$ cat src/rtl/bram_stream_reader.sv
// Read-side master for a single-port BRAM: streams a block of consecutive words
// onto a valid/ready interface, hiding the one-cycle read latency behind a 2-entry buffer.
module bram_stream_reader #(
    parameter int unsigned WIDTH  = 32,
    parameter int unsigned DEPTH  = 8,
    parameter int unsigned ADDR_W = 3
) (
    input  logic              clk,
    input  logic              rst,
    input  logic              start,
    input  logic [ADDR_W-1:0] base_add,
    input  logic [ADDR_W:0]   count,
    output logic              busy,
    output logic              done,
    output logic              rd_en,
    output logic [ADDR_W-1:0] rd_add,
    input  logic [WIDTH-1:0]  rd_data,
    output logic              m_valid,
    input  logic              m_ready,
    output logic [WIDTH-1:0]  m_data,
    output logic              m_last
);

    localparam int unsigned CNT_W = ADDR_W + 1;

    typedef enum logic [1:0] {
        IDLE  = 2'd0,
        RUN   = 2'd1,
        DRAIN = 2'd2
    } state_t;

    state_t            state;
    logic [CNT_W-1:0]  cmd_cnt;
    logic [CNT_W-1:0]  issued;
    logic [ADDR_W-1:0] ptr;
    logic              inflight;
    logic              inflight_last;
    logic [1:0]        occ;
    logic [WIDTH-1:0]  buf_data;
    logic              buf_last;

    logic              pop;
    logic              push;
    logic              credit_ok;
    logic [CNT_W-1:0]  count_clamped;
    logic [ADDR_W-1:0] base_mod;

    assign count_clamped = (count > CNT_W'(DEPTH)) ? CNT_W'(DEPTH) : count;
    assign base_mod      = ADDR_W'(32'(base_add) % DEPTH);

    assign pop       = m_valid & m_ready;
    assign push      = inflight;
    // Words already owned (buffered + in flight), net of this cycle's pop, must leave room.
    assign credit_ok = ((3'(occ) + 3'(inflight)) - 3'(pop)) < 3'd2;
    assign rd_en     = (state == RUN) && (issued < cmd_cnt) && credit_ok;
    assign rd_add    = ptr;
    assign m_valid   = (occ != 2'd0);

    // Command FSM, read pointer and in-flight tracking.
    always_ff @(posedge clk or posedge rst) begin
        if (rst) begin
            state         <= IDLE;
            busy          <= 1'b0;
            done          <= 1'b0;
            cmd_cnt       <= '0;
            issued        <= '0;
            ptr           <= '0;
            inflight      <= 1'b0;
            inflight_last <= 1'b0;
        end else begin
            done          <= 1'b0;
            inflight      <= rd_en;
            inflight_last <= rd_en && (issued == (cmd_cnt - CNT_W'(1)));

            if (rd_en) begin
                issued <= issued + CNT_W'(1);
                ptr    <= (ptr == ADDR_W'(DEPTH - 1)) ? '0 : ptr + ADDR_W'(1);
            end

            case (state)
                IDLE: begin
                    if (start) begin
                        if (count_clamped == '0) begin
                            done <= 1'b1;
                        end else begin
                            state   <= RUN;
                            busy    <= 1'b1;
                            cmd_cnt <= count_clamped;
                            issued  <= '0;
                            ptr     <= base_mod;
                        end
                    end
                end
                RUN: begin
                    if (rd_en && ((issued + CNT_W'(1)) == cmd_cnt)) begin
                        state <= DRAIN;
                    end
                end
                DRAIN: begin
                    if (pop && m_last) begin
                        state <= IDLE;
                        busy  <= 1'b0;
                        done  <= 1'b1;
                    end
                end
                default: begin
                    state <= IDLE;
                    busy  <= 1'b0;
                end
            endcase
        end
    end

    // Two-entry output buffer; the head entry drives the stream directly.
    always_ff @(posedge clk or posedge rst) begin
        if (rst) begin
            occ      <= 2'd0;
            m_data   <= '0;
            m_last   <= 1'b0;
            buf_data <= '0;
            buf_last <= 1'b0;
        end else begin
            case ({push, pop})
                2'b10: begin
                    if (occ == 2'd0) begin
                        m_data <= rd_data;
                        m_last <= inflight_last;
                    end else begin
                        buf_data <= rd_data;
                        buf_last <= inflight_last;
                    end
                    occ <= occ + 2'd1;
                end
                2'b01: begin
                    m_data <= buf_data;
                    m_last <= buf_last;
                    occ    <= occ - 2'd1;
                end
                2'b11: begin
                    if (occ == 2'd1) begin
                        m_data <= rd_data;
                        m_last <= inflight_last;
                    end else begin
                        m_data   <= buf_data;
                        m_last   <= buf_last;
                        buf_data <= rd_data;
                        buf_last <= inflight_last;
                    end
                end
                default: begin
                end
            endcase
        end
    end

endmodule
$ cat config.mk
export PLATFORM = sky130hd
export DESIGN_NAME = bram_stream_reader
export DESIGN_NICKNAME = d
export VERILOG_FILES = /design/src/rtl/bram_stream_reader.sv
export SDC_FILE = /design/constraint.sdc
export NUM_CORES = 1
export LEC_CHECK = 0
export ABC_AREA = 1
export CORE_MARGIN = 2
export CORE_UTILIZATION = 52
export DETAILED_ROUTE_END_ITERATION = 12
export PLACE_DENSITY_LB_ADDON = 0.12
export SLEW_MARGIN = 20
export SYNTH_ARGS = -nofsm -noshare
export SYNTH_HDL_FRONTEND = slang
export SYNTH_SLANG_ARGS = --single-unit
$ cat constraint.sdc
create_clock -name clk -period 3.5 [get_ports clk]
set_clock_uncertainty 0.1 [all_clocks]
set_input_delay 0.875 -clock clk [delete_from_list [all_inputs] [get_ports clk]]
set_output_delay 0.875 -clock clk [all_outputs]
set_load 0.02 [all_outputs]
## Yosys cells after proc, flatten, opt, wreduce, memory -nomap -nowiden

Cells that the tools add are included.
Widths: inputs -> output; s select.

- Register bits after elaboration: 85
- Input bits: 43
- Output and inout bits: 40
- Logic and storage cells: 95

- $add $sub $neg: 7
- Order comparisons: 3
- Equality and inequality tests: 16
- Multiplexer cells: 36
- Bitwise operators: 3
- Reduce and logical (&&, ||, !) cells: 17

Operators by type and width:

| cell | number |
|---|---|
| $mux 32 | 4 |
| $pmux 32 s3 | 1 |
| $pmux 32 s2 | 1 |
| $mux 4 | 5 |
| $mux 3 | 5 |
| $ne 2x2->1 const B | 6 |
| $mux 1 | 10 |
| $eq 4x4->1 | 2 |
| $mux 2 | 4 |
| $reduce_and 4->1 | 2 |
| $eq 2x1->1 const B | 3 |
| $eq 2x2->1 const B | 3 |
| $pmux 1 s3 | 2 |
| $pmux 2 s3 | 1 |
| $reduce_and 3->1 | 2 |
| $reduce_bool 2->1 | 3 |
| $logic_and 1x1->1 | 5 |
| $add 4x1->4 const B | 1 |
| $gt 4x4->1 const B | 1 |
| $logic_not 2->1 | 2 |
| $logic_not 4->1 | 1 |
| $lt 4x4->1 | 1 |
| $pmux 1 s2 | 2 |
| $pmux 2 s2 | 1 |
| other kinds (13) | 14 |

## Depth between registers and ports, before layout

Gate-level depths: netlist of the first run.

- Word-level depth: 9
- Depth in mapped cells: 17
- Mapped depth without buffers: 17

## Worst setup path before layout of the first run

No wires, ideal clock.

- Path kind: input port to output port
- Start: in m_ready
- End: out rd_en
- Arrival time: 2.282 ns
- Data required time: 2.525 ns
- Setup slack: 0.243 ns
- Stages: 8
- Buffers on the path: 0
- Cells stage by stage: nand2_4 -> nor2_1 -> o21ai_0 -> fa_1 -> inv_1 -> nor2_1 -> inv_1 -> nor2_2

- Longest elaborated chain between the ends: 4

RTL lines:

| what | line | RTL |
|---|---|---|
| start, declared | 19 | `input logic m_ready,` |
| $and 1x1->1 | 51 | `assign pop = m_valid & m_ready;` |
| $sub 3x1->3 | 54 | `assign credit_ok = ((3'(occ) + 3'(inflight)) - 3'(pop)) < 3'd2;` |
| $lt 3x2->1 | 54 |  |
| $logic_and 1x1->1 | 55 | `assign rd_en = (state == RUN) && (issued < cmd_cnt) && credit_ok;` |
| end, declared | 15 | `output logic rd_en,` |

Every way passes these cells.

## Worst setup path after layout of the first run

Same ends and word-level chain as after synthesis.

==> impl_metrics.env, run 1 <==
export IMPL_ys_types=27
export IMPL_synth_top_cells_by_area="dfrtp_1 (50%), nand2_1 (20%), inv_1 (5.8%)"
export IMPL_max_slew_margin_pct=31.8
export IMPL_synthMostInstantiatedCell="nand2_1"
export IMPL_cts_max_path_buffers=2
export IMPL_die_w_um=94.5
export IMPL_yosysWarnings=0
export IMPL_hold_violations=0
export IMPL_synth_edff_count=0
export IMPL_drv_slew=0
export IMPL_final_area_um2=5430
export IMPL_outcome="finished, final reports clean"
export IMPL_antenna_found_initial=0
export IMPL_clock_sinks=85
export IMPL_drtIter0Drc=158
export IMPL_grt_pass1_vias=3519
export IMPL_tritoncts="yes"
export IMPL_avgSynthCellArea_um2=7.89
export IMPL_placed_area_um2=5210
export IMPL_maxCapViolCount=0
export IMPL_yosysTopAreaCellShare_pct=49.9
export IMPL_vdd_drop_max_mv=0.549
export IMPL_finalPower_mw=4.95
export IMPL_diodes=0
export IMPL_grt_pass1_wl_mm=15.5
export IMPL_synth_seq_cells=85
export IMPL_routed_via_density=4.92
export IMPL_synth_nets=596
export IMPL_hp_class="reg2reg"
export IMPL_die_h_um=94.5
export IMPL_core_area_um2=8090
export IMPL_grt_max_degree=59
export IMPL_yosysTopAreaCell="dfrtp_1"
export IMPL_finalCritPeriodShare_pct=97.8
export IMPL_detailed_place_hpwl_mm=6.26
export IMPL_p_per_area_nw_per_um2=912
export IMPL_fmax_mhz=292
export IMPL_cp_required_ps=2520
export IMPL_hold_buffers=0
export IMPL_insertion_delay_ps=350
export IMPL_route_vias_total=3634
export IMPL_drc=0
export IMPL_row_count=33
export IMPL_area_growth_syn_to_layout_pct=27.4
export IMPL_pin_count=83
export IMPL_initial_utilization_pct=52.7
export IMPL_wirelength_mm=9.05
export IMPL_synthArstFlopShare_pct=100
export IMPL_tightestPinTransition_ps=1020
export IMPL_crit_path_start_kind="input pin"
export IMPL_endpoint_kind="output port"
export IMPL_cp_max_fo=3
export IMPL_clk_pin_slew_ps=90
export IMPL_ys_flop_type="dfrtp_1"
export IMPL_syn_cell_area_um2=4260
export IMPL_ant_nets=0
export IMPL_die_area_um2=8940
export IMPL_place_congestion=0.855
export IMPL_ys_seq_area_share_pct=49.9
export IMPL_clock_root_buffer="clkbuf_8"
export IMPL_fillers=698
export IMPL_first_pass_iters=4
export IMPL_setup_viol_count_final=0
export IMPL_drive_above_1_share_pct=10.3
export IMPL_synthTopCellsByCount="nand2_1 (224), dfrtp_1 (85), inv_1 (66)"
export IMPL_htreeDepth=3
export IMPL_criticalPathCategory="in2out"
export IMPL_io_buffers=82
export IMPL_grt_usage_pct=21.9
export IMPL_cts_buffers=9
export IMPL_final_nets=687
export IMPL_power_leakage_nw=2.80
export IMPL_cp_arrival_ps=2450
export IMPL_grt_overflow_total=0
export IMPL_syn_inst=540
export IMPL_min_period_ps=3420
export IMPL_wl_per_cell_um=12.2
==> report_power, final <==
group          internal (mW)  switching [mW]
registers               1.42           0.264
clock network          0.320           0.333
logic                   1.12            1.49
==> flip-flops by register name, indices dropped and copies added (netlist names) <==
signal,flops
buf_last,1
rd_add,3
buf_data,32
m_data,32
inflight,1
cmd_cnt,4
inflight_last,1
m_last,1
occ,2
done,1
issued,4
state,2
busy,1
==> critical path, cell delays in order <==
cell	delay, ps
clkdlybuf4s15_1	200
nand2_4	80
inv_2	40
nor2_2	120
o21ai_2	90
fa_2	550
inv_1	50
nor2_2	120
inv_2	60
nor2_4	130
buf_6	130
==> final timing paths <==
kind | start | endpoint | slack, ps | cells after the start
worst min register to register | m_data[13] | m_data[13] | 380 | 2
max in group asynchronous | rst | m_data[16] | 1880 | 3
worst max register to register | occ[0] | state[0] | 1000 | 16
min in group asynchronous | rst | m_data[6] | 760 | 2
worst min-delay path | m_data[13] | m_data[13] | 380 | 2
worst max-delay path | m_ready | rd_en | 80 | 11
==> routing by layer <==
layer,global-route usage (%),wire length [µm],vias up
li1,-,-,1844
met1,27.7,4180,1706
met2,38.6,4390,78
met3,3.83,385,6
met4,6.16,85,0
met5,0,0,-
==> what timing repair did <==
item / in CTS / in global routing
resized for setup: 10 / 8
pin swaps: 1 / 6
endpoints found under the hold margin: 0 / 0
endpoints found under the setup margin: 1 / 1
setup buffers: 0 / 2
==> final cells by class <==
class                      count  area, µm²  area share, %
sequential                    85       2130           39.2
clock buffer                   9        124           2.28
clock inverter                 5       53.8          0.991
multi-input combinational    368       1770           32.6
inverter                      67        253           4.66
timing repair buffer         100        970           17.9
tap                          105        131           2.42
==> stage by stage <==
step	setup TNS (ps)	instances	hold slack (ps)	util [%]	setup WS (ps)
after floorplan	0	540	353	-	243
after global placement	-706	723	361	64.4	-706
after detailed placement	-704	723	365	64.4	-704
after CTS	0	737	387	66.7	40.4
after global routing	-17.3	739	401	67.1	-17.3
final	0	739	383	67.1	75.6
==> logic make-up after synthesis <==
| logic type | synth area share [%] |
|---|---|
| buf+inv | 9.04 |
| simple gates | 24.9 |
| fa+ha+maj | 3.99 |
| flops | 49.9 |
| compound gates | 10.7 |
| xor+xnor | 1.44 |
==> layout by cell type (no fill, tap or decap) <==
cell             count
or2_2                2
clkbuf_8             9
o31ai_1              1
nand4_1              1
buf_12               1
o21ai_0             24
fa_2                 1
clkinv_1             1
xor2_1               2
clkinv_4             1
inv_1               62
inv_2                3
clkdlybuf4s50_1     80
nand3_1             15
clkdlybuf4s15_1      1
bufinv_16            1
buf_6                1
nor2_2               3
nor2_4               2
ha_1                11
nand2_2              3
nor3_1               1
ha_2                 1
dfrtp_1             85
xnor2_1              5
nand2_4              1
buf_4               17
nand2_1            224
o21ai_2             15
a21oi_1              3
o21ai_1             37
nand3b_1             1
nor2_1              15
clkinv_2             4
No activity file was read; power rests on OpenSTA's default activity.
==> run 2: changes to the inputs <==
--- a/config.mk
+++ b/config.mk
@@ -7,7 +7,8 @@
 export LEC_CHECK = 0
 export ABC_AREA = 1
 export CORE_MARGIN = 2
-export CORE_UTILIZATION = 52
+export CORE_UTILIZATION = 50
+export CTS_CLUSTER_SIZE = 10
 export DETAILED_ROUTE_END_ITERATION = 12
 export PLACE_DENSITY_LB_ADDON = 0.12
 export SLEW_MARGIN = 20
==> run 2 against run 1 <==
Wire length is 0.74% higher. Critical path depth stayed put. Power is 1.0% higher.
==> impl_metrics.env, run 2 (synthesis gave the netlist of run 1 again) <==
export IMPL_drive_above_1_share_pct=10.7
export IMPL_area_growth_syn_to_layout_pct=28.2
export IMPL_criticalPathCategory="in2out"
export IMPL_min_path_cells=2
export IMPL_cts_buffers=9
export IMPL_place_congestion=0.771
export IMPL_vdd_drop_max_mv=0.508
export IMPL_clock_sinks=85
export IMPL_final_core_util_pct=66.2
export IMPL_wl_met1_mm=4.28
export IMPL_drc=0
export IMPL_initial_utilization_pct=51.6
export IMPL_wl_per_cell_um=12.3
export IMPL_most_common_layout_cells="nand2_1 (224), dfrtp_1 (85), clkdlybuf4s50_1 (80)"
export IMPL_setup_viol_count_final=0
export IMPL_reg2reg_slack_ps=1020
export IMPL_rsz0062_at_grt="no"
export IMPL_cts_max_path_buffers=2
export IMPL_maxCapViolCount=0
export IMPL_grt_pass1_wl_mm=15.3
export IMPL_ant_nets=0
export IMPL_dr_wl_met2_mm=4.33
export IMPL_drv_slew=0
export IMPL_power_leakage_nw=2.80
export IMPL_die_area_um2=9280
export IMPL_final_common_cell="nand2_1"
export IMPL_tritoncts="yes"
export IMPL_final_nets=686
export IMPL_die_w_um=96.3
export IMPL_timing_rr_start="occ[0]"
export IMPL_grt_overflow_total=0
export IMPL_setup_ws_ps=95.2
export IMPL_cp_required_ps=2520
export IMPL_hold_start="m_data[26]"
export IMPL_clock_root_buffer="clkbuf_8"
export IMPL_highest_layer="met4"
export IMPL_fmax_mhz=294
export IMPL_first_pass_iters=4
export IMPL_drtIter0Drc=204
export IMPL_finalCritPeriodShare_pct=97.3
export IMPL_rr_endpoint="state[0]"
export IMPL_pin_count=83
export IMPL_wirelength_mm=9.11
export IMPL_p_per_area_nw_per_um2=915
export IMPL_route_vias_total=3618
export IMPL_antenna_found_initial=0
export IMPL_cp_arrival_ps=2430
export IMPL_clk_pin_slew_ps=90
export IMPL_core_area_um2=8260
export IMPL_max_slew_margin_pct=53.3
export IMPL_grt_usage_pct=21.1
export IMPL_crit_path_start_kind="input pin"
export IMPL_cp_max_fo=3
export IMPL_insertion_delay_ps=360
export IMPL_diodes=0
export IMPL_ff2ff_path_depth=16
export IMPL_die_h_um=96.3
export IMPL_tightestPinTransition_ps=699
export IMPL_min_period_ps=3400
export IMPL_endpoint_kind="output port"
export IMPL_fin_setup_tns_ps=0
export IMPL_outcome="finished, final reports clean"
export IMPL_htreeDepth=3
export IMPL_hp_class="reg2reg"
export IMPL_wl_met3_um=363
export IMPL_row_count=33
export IMPL_grt_pass1_vias=3486
export IMPL_detailed_place_hpwl_mm=6.29
export IMPL_grt_max_degree=67
export IMPL_reg_top3="buf_data: 32 flops, m_data: 32 flops"
export IMPL_finalPower_mw=5.00
export IMPL_hold_violations=0
export IMPL_hold_end="m_data[26]"
export IMPL_pre_cts_slack_ps=-728
export IMPL_routed_via_density=4.89
export IMPL_io_buffers=82
run 2: cell count changes in the layout (fill, tap and decap cells not counted):
cell,change
buf_12,+1
buf_4,-2
clkbuf_8,+1
clkinv_1,-1
clkinv_2,-3
clkinvlp_4,+3
inv_1,-1
inv_2,+2
inv_6,+1
run 2: report_power, final:
group	total, mW	switching, mW	internal [mW]	leakage [nW]
Sequential	1.69	0.267	1.42	1.07
Combinational	2.59	1.48	1.11	1.63
Clock	0.728	0.375	0.353	0.0951
Total	5.00	2.12	2.88	2.80
run 2: critical path, cell delays in order:
cell             delay [ps]
clkdlybuf4s15_1         210
nand2_4                  90
inv_2                    40
nor2_2                  110
o21ai_2                  70
fa_2                    550
inv_1                    50
nor2_2                  110
inv_2                    60
nor2_4                  130
buf_6                   130
run 2: worst max path at each step:
stage | from | endpoint | slack, ps | cells past startpoint
finish | m_ready | rd_en | 100 | 11
global route | occ[0] | rd_en | 1 | 13
CTS | m_ready | rd_en | 80 | 11
detailed placement | m_ready | rd_en | -730 | 10
global placement | m_ready | rd_en | -700 | 10
floorplan | m_ready | rd_en | 240 | 8
run 2: layer usage:
metal | global-route usage, % | vias to the layer above
met5 | 0 | -
met4 | 7.86 | 0
met3 | 3.21 | 12
met2 | 35.2 | 73
met1 | 27.9 | 1695
li1 | - | 1838
run 2: final cells by class:
cell class                      instances  area (µm²)
Tap cell                              105         131
Clock buffer                           10         138
Multi-Input combinational cell        368        1770
Inverter                               67         253
Fill cell                             743        2790
Clock inverter                          6        70.1
Timing Repair Buffer                   99         975
Sequential cell                        85        2130
run 2: what timing repair did:
action / in CTS / in global routing
pin swaps: 1 / 5
hold buffers: 0 / 0
endpoints found under the setup margin: 1 / 1
gates resized for setup: 11 / 9
gates cloned: 0 / 0
buffers inserted: 0 / 2
run 2: through the flow:
step	hold slack (ps)	cell area, µm²	std cells
after floorplan	353	4260	540
after global placement	361	5220	722
after detailed placement	364	5220	722
after CTS	388	5440	738
after global routing	412	5460	740
final	381	5460	740
==> run 3: changes to the inputs <==
--- a/config.mk
+++ b/config.mk
@@ -15,3 +15,4 @@
 export SYNTH_ARGS = -nofsm -noshare
 export SYNTH_HDL_FRONTEND = slang
 export SYNTH_SLANG_ARGS = --single-unit
+export TNS_END_PERCENT = 30
==> results of run 3 <==
Same layout as run 2: the final DEF is identical, and so are final timing and power.
